[src/rtl/simproc_loader_pkg.sv]
`default_nettype none
// ----------------------------------------------------------------------------
// simproc_loader_pkg : shared types and constants for the simproc loader
// rev 1.0
// ----------------------------------------------------------------------------
package simproc_loader_pkg;

  typedef enum logic [2:0] {
    IDLE  = 3'd0,
    ADDR  = 3'd1,
    LEN   = 3'd2,
    DATA  = 3'd3,
    CSUM  = 3'd4,
    SETPC = 3'd5,
    RUN   = 3'd6
  } loader_state_t;

  localparam logic [7:0] SYNC_DEFAULT = 8'hA5;

  // The stream is only accepted while a frame can still be parsed.
  function automatic logic loader_accepts(input loader_state_t s);
    return (s != SETPC) && (s != RUN);
  endfunction

endpackage
`default_nettype wire

[src/rtl/simproc_loader_if.sv]
`default_nettype none
// ----------------------------------------------------------------------------
// simproc_loader_if : stream, processor and memory-port signals of the loader
// rev 1.0
// ----------------------------------------------------------------------------
interface simproc_loader_if;

  logic [7:0] in_data;
  logic       in_valid;
  logic       in_ready;
  logic       abort;
  logic [7:0] proc_mem_addr;
  logic [7:0] proc_mem_din;
  logic       proc_mem_we;
  logic [7:0] mem_addr;
  logic [7:0] mem_din;
  logic       mem_we;
  logic [7:0] pc_set_val;
  logic       pc_set_wr;
  logic       run;
  logic       done;

  modport slave (
    input  in_data, in_valid, abort, proc_mem_addr, proc_mem_din, proc_mem_we, done,
    output in_ready, mem_addr, mem_din, mem_we, pc_set_val, pc_set_wr, run
  );

  modport master (
    output in_data, in_valid, abort, proc_mem_addr, proc_mem_din, proc_mem_we, done,
    input  in_ready, mem_addr, mem_din, mem_we, pc_set_val, pc_set_wr, run
  );

endinterface
`default_nettype wire

[src/rtl/simproc_mem_mux.sv]
`default_nettype none
// ----------------------------------------------------------------------------
// simproc_mem_mux : 2:1 select of the memory address/data/write-enable triple
// rev 1.0
// ----------------------------------------------------------------------------
module simproc_mem_mux (
  input  logic       sel_proc_i,
  input  logic [7:0] ldr_addr_i,
  input  logic [7:0] ldr_din_i,
  input  logic       ldr_we_i,
  input  logic [7:0] proc_addr_i,
  input  logic [7:0] proc_din_i,
  input  logic       proc_we_i,
  output logic [7:0] mem_addr_o,
  output logic [7:0] mem_din_o,
  output logic       mem_we_o
);

  assign mem_addr_o = sel_proc_i ? proc_addr_i : ldr_addr_i;
  assign mem_din_o  = sel_proc_i ? proc_din_i  : ldr_din_i;
  assign mem_we_o   = sel_proc_i ? proc_we_i   : ldr_we_i;

endmodule
`default_nettype wire

[src/rtl/simproc_loader.sv]
`default_nettype none
// ----------------------------------------------------------------------------
// simproc_loader : loads a framed byte stream into program memory, then runs it
// rev 1.0
// ----------------------------------------------------------------------------
module simproc_loader
  import simproc_loader_pkg::*;
#(
  parameter logic [7:0] SYNC = SYNC_DEFAULT
) (
  input  logic            clk,
  input  logic            rst_n,
  simproc_loader_if.slave bus,
  output logic            busy_o,
  output logic            load_ok_o,
  output logic            load_err_o
);

  loader_state_t state_q;
  logic [7:0]    start_q;
  logic [7:0]    wr_ptr_q;
  logic [7:0]    remaining_q;
  logic [7:0]    csum_q;
  logic [7:0]    pc_set_val_q;
  logic          pc_set_wr_q;
  logic          run_q;
  logic          load_ok_q;
  logic          load_err_q;

  logic          w_ready;
  logic          w_accept;
  logic          w_ldr_we;

  assign w_ready  = loader_accepts(state_q);
  assign w_accept = bus.in_valid & w_ready;
  // The write lands on the same edge that accepts the DATA byte.
  assign w_ldr_we = w_accept & (state_q == DATA);

  always_ff @(posedge clk or negedge rst_n) begin
    if (!rst_n) begin
      state_q      <= IDLE;
      start_q      <= 8'h00;
      wr_ptr_q     <= 8'h00;
      remaining_q  <= 8'h00;
      csum_q       <= 8'h00;
      pc_set_val_q <= 8'h00;
      pc_set_wr_q  <= 1'b0;
      run_q        <= 1'b0;
      load_ok_q    <= 1'b0;
      load_err_q   <= 1'b0;
    end else begin
      load_ok_q    <= 1'b0;
      pc_set_wr_q  <= 1'b0;
      pc_set_val_q <= 8'h00;
      case (state_q)
        IDLE: begin
          if (w_accept && (bus.in_data == SYNC)) begin
            state_q    <= ADDR;
            load_err_q <= 1'b0;
          end
        end
        ADDR: begin
          if (w_accept) begin
            start_q  <= bus.in_data;
            wr_ptr_q <= bus.in_data;
            csum_q   <= bus.in_data;
            state_q  <= LEN;
          end
        end
        LEN: begin
          if (w_accept) begin
            remaining_q <= bus.in_data;
            csum_q      <= csum_q + bus.in_data;
            state_q     <= (bus.in_data == 8'h00) ? CSUM : DATA;
          end
        end
        DATA: begin
          if (w_accept) begin
            wr_ptr_q    <= wr_ptr_q + 8'd1;
            remaining_q <= remaining_q - 8'd1;
            csum_q      <= csum_q + bus.in_data;
            if (remaining_q == 8'd1) begin
              state_q <= CSUM;
            end
          end
        end
        CSUM: begin
          // Written bytes stay in memory on mismatch; only the flag records it.
          if (w_accept) begin
            if (bus.in_data == csum_q) begin
              state_q      <= SETPC;
              pc_set_wr_q  <= 1'b1;
              pc_set_val_q <= start_q;
            end else begin
              state_q    <= IDLE;
              load_err_q <= 1'b1;
            end
          end
        end
        SETPC: begin
          state_q <= RUN;
          run_q   <= 1'b1;
        end
        RUN: begin
          if (bus.done) begin
            state_q   <= IDLE;
            run_q     <= 1'b0;
            load_ok_q <= 1'b1;
          end else if (bus.abort) begin
            state_q <= IDLE;
            run_q   <= 1'b0;
          end
        end
        default: begin
          state_q <= IDLE;
          run_q   <= 1'b0;
        end
      endcase
    end
  end

  simproc_mem_mux u_mem_mux (
    .sel_proc_i  (state_q == RUN),
    .ldr_addr_i  (wr_ptr_q),
    .ldr_din_i   (bus.in_data),
    .ldr_we_i    (w_ldr_we),
    .proc_addr_i (bus.proc_mem_addr),
    .proc_din_i  (bus.proc_mem_din),
    .proc_we_i   (bus.proc_mem_we),
    .mem_addr_o  (bus.mem_addr),
    .mem_din_o   (bus.mem_din),
    .mem_we_o    (bus.mem_we)
  );

  assign bus.in_ready   = w_ready;
  assign bus.pc_set_val = pc_set_val_q;
  assign bus.pc_set_wr  = pc_set_wr_q;
  assign bus.run        = run_q;
  assign busy_o         = (state_q != IDLE);
  assign load_ok_o      = load_ok_q;
  assign load_err_o     = load_err_q;

endmodule
`default_nettype wire

[src/flat_wrapper.sv]
// flat-port wrapper written by rule: the top's interface ports become plain ports
module simproc_loader_flat import simproc_loader_pkg::*;
#(
  parameter logic [7:0] SYNC = SYNC_DEFAULT
)
  (clk, rst_n, busy_o, load_ok_o, load_err_o, bus_in_data, bus_in_valid, bus_abort, bus_proc_mem_addr, bus_proc_mem_din, bus_proc_mem_we, bus_done, bus_in_ready, bus_mem_addr, bus_mem_din, bus_mem_we, bus_pc_set_val, bus_pc_set_wr, bus_run);
  simproc_loader_if bus_i ();
  input  logic clk;
  input  logic rst_n;
  output logic busy_o;
  output logic load_ok_o;
  output logic load_err_o;
  input wire logic [$bits(bus_i.in_data)-1:0] bus_in_data;
  input wire logic [$bits(bus_i.in_valid)-1:0] bus_in_valid;
  input wire logic [$bits(bus_i.abort)-1:0] bus_abort;
  input wire logic [$bits(bus_i.proc_mem_addr)-1:0] bus_proc_mem_addr;
  input wire logic [$bits(bus_i.proc_mem_din)-1:0] bus_proc_mem_din;
  input wire logic [$bits(bus_i.proc_mem_we)-1:0] bus_proc_mem_we;
  input wire logic [$bits(bus_i.done)-1:0] bus_done;
  output wire logic [$bits(bus_i.in_ready)-1:0] bus_in_ready;
  output wire logic [$bits(bus_i.mem_addr)-1:0] bus_mem_addr;
  output wire logic [$bits(bus_i.mem_din)-1:0] bus_mem_din;
  output wire logic [$bits(bus_i.mem_we)-1:0] bus_mem_we;
  output wire logic [$bits(bus_i.pc_set_val)-1:0] bus_pc_set_val;
  output wire logic [$bits(bus_i.pc_set_wr)-1:0] bus_pc_set_wr;
  output wire logic [$bits(bus_i.run)-1:0] bus_run;
  assign bus_i.in_data = bus_in_data;
  assign bus_i.in_valid = bus_in_valid;
  assign bus_i.abort = bus_abort;
  assign bus_i.proc_mem_addr = bus_proc_mem_addr;
  assign bus_i.proc_mem_din = bus_proc_mem_din;
  assign bus_i.proc_mem_we = bus_proc_mem_we;
  assign bus_i.done = bus_done;
  assign bus_in_ready = bus_i.in_ready;
  assign bus_mem_addr = bus_i.mem_addr;
  assign bus_mem_din = bus_i.mem_din;
  assign bus_mem_we = bus_i.mem_we;
  assign bus_pc_set_val = bus_i.pc_set_val;
  assign bus_pc_set_wr = bus_i.pc_set_wr;
  assign bus_run = bus_i.run;
  simproc_loader #(.SYNC(SYNC)) u_core (.clk(clk), .rst_n(rst_n), .bus(bus_i), .busy_o(busy_o), .load_ok_o(load_ok_o), .load_err_o(load_err_o));
endmodule
[config.mk]
export PLATFORM = sky130hd
export DESIGN_NAME = simproc_loader_flat
export DESIGN_NICKNAME = d
export VERILOG_FILES = /design/src/rtl/simproc_loader_pkg.sv /design/src/rtl/simproc_loader_if.sv /design/src/rtl/simproc_mem_mux.sv /design/src/rtl/simproc_loader.sv /design/src/flat_wrapper.sv
export SDC_FILE = /design/constraint.sdc
export NUM_CORES = 1
export LEC_CHECK = 0
export CAP_MARGIN = 20
export CORE_UTILIZATION = 25
export CTS_BUF_LIST = sky130_fd_sc_hd__clkbuf_2
export CTS_CLUSTER_DIAMETER = 200
export CTS_CLUSTER_SIZE = 8
export DETAILED_ROUTE_END_ITERATION = 8
export MAX_ROUTING_LAYER = met4
export SLEW_MARGIN = 40
export SYNTH_ARGS = -nofsm -noshare
export SYNTH_HDL_FRONTEND = slang
export SYNTH_SLANG_ARGS = --single-unit
[constraint.sdc]
create_clock -name clk -period 2.5 [get_ports clk]
set_clock_uncertainty 0.1 [all_clocks]
set_input_delay 0.25 -clock clk [delete_from_list [all_inputs] [get_ports clk]]
set_output_delay 0.25 -clock clk [all_outputs]
set_load 0.02 [all_outputs]
==> results <==
- After layout, the minimum clock period comes to 2240 ps.
- The master cell of the clock root buffer is sky130_fd_sc_hd__clkbuf_2.
- The TritonCTS clock tree is built.
- For this block, the initial DRC count from the detailed router was around 150.
- After detailed routing, the average wire length per cell comes to 15.2 um.
- The data arrival time at the worst-slack endpoint is 1890 ps.
- Clock-pin slew was measured on the worst setup and hold paths at 250 ps.
- The flow ran to the end, and the final reports show no timing, DRC or antenna violations.
- The final count of negative-setup-slack endpoints is 0.
- The highest attainable clock frequency is 0.447 GHz.
- The die covers about 12000 um^2.
- For this design the static power due to leakage is 1.76 nW.
- Once detailed placement completed, the half-perimeter wirelength came to roughly 6 mm.
- The share of the Yosys chip area taken by registers is 41.2%.
- The count of buffers added on input and output ports is 60.
- In this run the worst path has a maximum fanout of 15.
- The post-synthesis to final-layout area growth is 35.9%.
- Detailed routing inserted a total of 2604 vias.
- The cell area after synthesis is about 2900 um^2.
- For this run the aggregate overflow at the end of global routing stands at 0.
- The number of antenna violations at the first check in global routing is 0.
- During synthesis, Yosys emitted a total of 0 warnings.
- The worst setup path is launched from a flop.
- After routing the design area is 3880 um^2.
- The path class of the lowest-slack min-delay path is in2async.
- The met2 track demand over resource is about a fifth.
- The number of hold-slack violations in the final timing report is 0.
- After routing, the total negative slack on setup checks comes to 0 ps.
- For the worst setup path, the data required time is 2150 ps.
- In this run, CTS created clock tree buffers numbering 5.
- In this run, synthesis produced a sequential element count of 47.
- The final wirelength is between 7 and 8 mm.
- The critical path starts at u_core.state_q[0].
- The number of enable flip-flop cells after synthesis is 0.
- The synthesized area per cell is 9.23 um^2.
- The maximum level of the CTS H-tree is 2.
- The type of destination of the critical path is an output port.
- For this run, the leading register cell type out of synthesis is sky130_fd_sc_hd__dfrtp_1.
- The ratio of final minimum period to clock period is 89.6%.
- The via count of the first global-routing pass is between 2000 and 2500.
- The start of the worst register-to-register path is u_core.csum_q[3].
- At the end of routability-driven placement, the weighted congestion stood at 0.821.
- The chip width is 109 um.
- The count of pins on the block boundary is 61.
- The number of nets at the end of the flow is ~430.
- The total power divided by cell area is 1040 nW/um^2.
- Across the VDD grid, the largest voltage drop is 0.345 mV.
- The kind of critical path is reg2out.
- The later pin in the worst-skew pair is clocked with a latency of 410 ps.
- The starting density of the core is about a quarter.
- The die is 109 um tall.
- No sink is reached through more buffers than the 2 on the longest clock path.
- The number of sinks handled by clock tree synthesis is between 40 and 50.
- The total of max-cap violations is 0.
- The cell count after synthesis is between 300 and 400.
- After synthesis, the share of flip-flops with an asynchronous set or reset is 100%.
- The number of vias per cell after detailed routing is slightly below 5.
- The area of the core is 11000 um^2.
- Entering global routing, the biggest net connects 48 pins.
- Global routing consumed, over all layers together, 14.5% of the routing resources.
- The fraction of layout instances using a drive strength above 1 is 17.9%.
- The number of nets handed over by synthesis was 350.
- The first global-routing pass estimated 12.8 mm of wire.
- Synthesis instantiated 56 different standard cells from the library.
- The remaining antenna violation count is 0.
- The first detailed-routing pass ran for 4 iterations.
- For this run, design rule violations remaining after detail routing come to 0.
- Setup repair after global routing left no endpoint under its margin.
- The met3 global-route usage is 2.27%.
- The worst slew margin relative to its limit is 67.0%.
- met2 is the most crowded layer.
- Global routing used 19.8% of the available met1 tracks.
- The number of slew-limit violations in the final report is 0.
- Row generation in the floorplan step produced 38 rows.
- The cell area after placement is 3720 um^2.
- Fill cells in the final layout number 1107.
- At the pin with the least slew margin, the transition time is ~500 ps.
sequential cells by signal, indices dropped and copies added (netlist names):
name                   count
u_core.start_q             8
u_core.state_q             3
u_core.load_err_o          1
u_core.csum_q              8
u_core.bus.run             1
u_core.load_ok_o           1
u_core.wr_ptr_q            8
u_core.bus.pc_set_val      8
u_core.bus.pc_set_wr       1
u_core.remaining_q         8
cells in the mapped netlist (all sizes together), types with 3 or more instances:
| library cell | count | area, um^2 |
|---|---|---|
| o21ai | 35 | 175 |
| inv | 12 | 45.0 |
| a21oi | 24 | 120 |
| ha | 10 | 125 |
| o22a | 5 | 43.8 |
| nor3 | 8 | 45.0 |
| clkbuf | 3 | 11.3 |
| nor2b | 5 | 31.3 |
| and2 | 8 | 50.1 |
| dfrtp | 47 | 1180 |
| mux2 | 24 | 274 |
| buf | 12 | 65.1 |
| a211oi | 3 | 27.5 |
| nand2 | 23 | 88.8 |
| a31oi | 8 | 50.1 |
| nor2 | 35 | 141 |
| a22oi | 4 | 30.0 |
| nand3 | 6 | 30.0 |
| nand3b | 3 | 26.3 |
final timing paths:
| kind | cells past startpoint | end | slack, ps |
|---|---|---|---|
| worst max-delay path | 4 | bus_in_ready | 260 |
| worst min-delay path | 3 | u_core.csum_q[3] | 190 |
| worst max register to register | 6 | u_core.bus.pc_set_val[6] | 300 |
| worst min register to register | 1 | u_core.bus.pc_set_val[0] | 410 |
| max in group asynchronous | 3 | u_core.remaining_q[6] | 1860 |
| min in group clk | 3 | u_core.load_ok_o | 280 |
per-layer routing:
layer	routed length, um	share of wire (%)
met1	3730	47
met2	3740	47
met3	420	5.3
met4	97	1.2
met5	0	0
per-stage QoR:
| stage | std cells | setup slack (ps) | total power, mW | util, % | hold WS, ps |
|---|---|---|---|---|---|
| 6_report | 527 | 261 | 4.02 | 35.3 | 193 |
| 2_1_floorplan | 309 | 487 | 2.78 | - | -146 |
| 4_1_cts | 526 | 29.9 | 4.06 | 34.9 | 189 |
| 3_5_place_dp | 516 | -23.0 | 3.52 | 33.9 | 162 |
| 5_1_grt | 526 | 40.7 | 4.37 | 35.3 | 157 |
| 3_3_place_gp | 516 | -1.66 | 3.48 | 33.9 | 158 |
final cells by class:
type	instances	area, um^2	share of cell area (%)
diodes	1	2.50	0.0646
clock inverters	2	60.1	1.55
multi-input cells	235	1560	40.1
well taps	140	175	4.52
flip-flops and latches	47	1180	30.3
inverters	12	45.0	1.16
clock buffers	6	30.0	0.775
repair buffers	84	832	21.5
power by group:
part / internal [mW] / switching, mW / total [mW]
combinational: 0.997 / 1.21 / 2.21
clock: 0.273 / 0.250 / 0.523
sequential: 1.05 / 0.241 / 1.29
what timing repair did:
item / in CTS / in global routing
setup endpoints to repair: 17 / 15
buffers inserted: 1 / 0
resized for setup: 4 / 16
endpoints found under the hold margin: 47 / 0
hold buffers: 1 / 0
logic make-up (layout without fill, tap and decap cells):
family / after synthesis / after routing / share of synthesized area [%]
simple gates: 100 / 100 / 17.9
compound gates: 96 / 96 / 20.7
flops: 47 / 47 / 41.2
buf+inv: 27 / 104 / 4.25
mux: 24 / 24 / 9.61
fa+ha+maj: 11 / 11 / 5.09
xor+xnor: 4 / 4 / 1.23
other cells: 0 / 1 / 0
cells in the final DEF, fill, tap and decap left out, drive strengths merged, types with 2 or more instances in the layout:
cell	count
inv	12
dfrtp	47
or3	2
ha	10
o21ai	35
nor4	2
a31oi	8
clkbuf	6
mux2	24
or4	2
bufinv	2
xor2	2
o22a	5
nor2b	5
nor3	8
xnor2	2
and2	8
nand2	23
a22oi	4
nand3b	3
nor2	35
buf	24
clkdlybuf4s50	41
nand3	6
and3	2
dlymetal6s2s	15
a211oi	3
o21a	2
a21oi	24
dlygate4sd2	3
o31ai	2
worst max-delay path, stage by stage, from the launching register on:
cell and delay [ps]:
sky130_fd_sc_hd__dfrtp_1 420, sky130_fd_sc_hd__buf_4 190, sky130_fd_sc_hd__xor2_1 170, sky130_fd_sc_hd__nand2_1 100, sky130_fd_sc_hd__clkdlybuf4s50_1 610
Power figures use the tool's default switching activity.
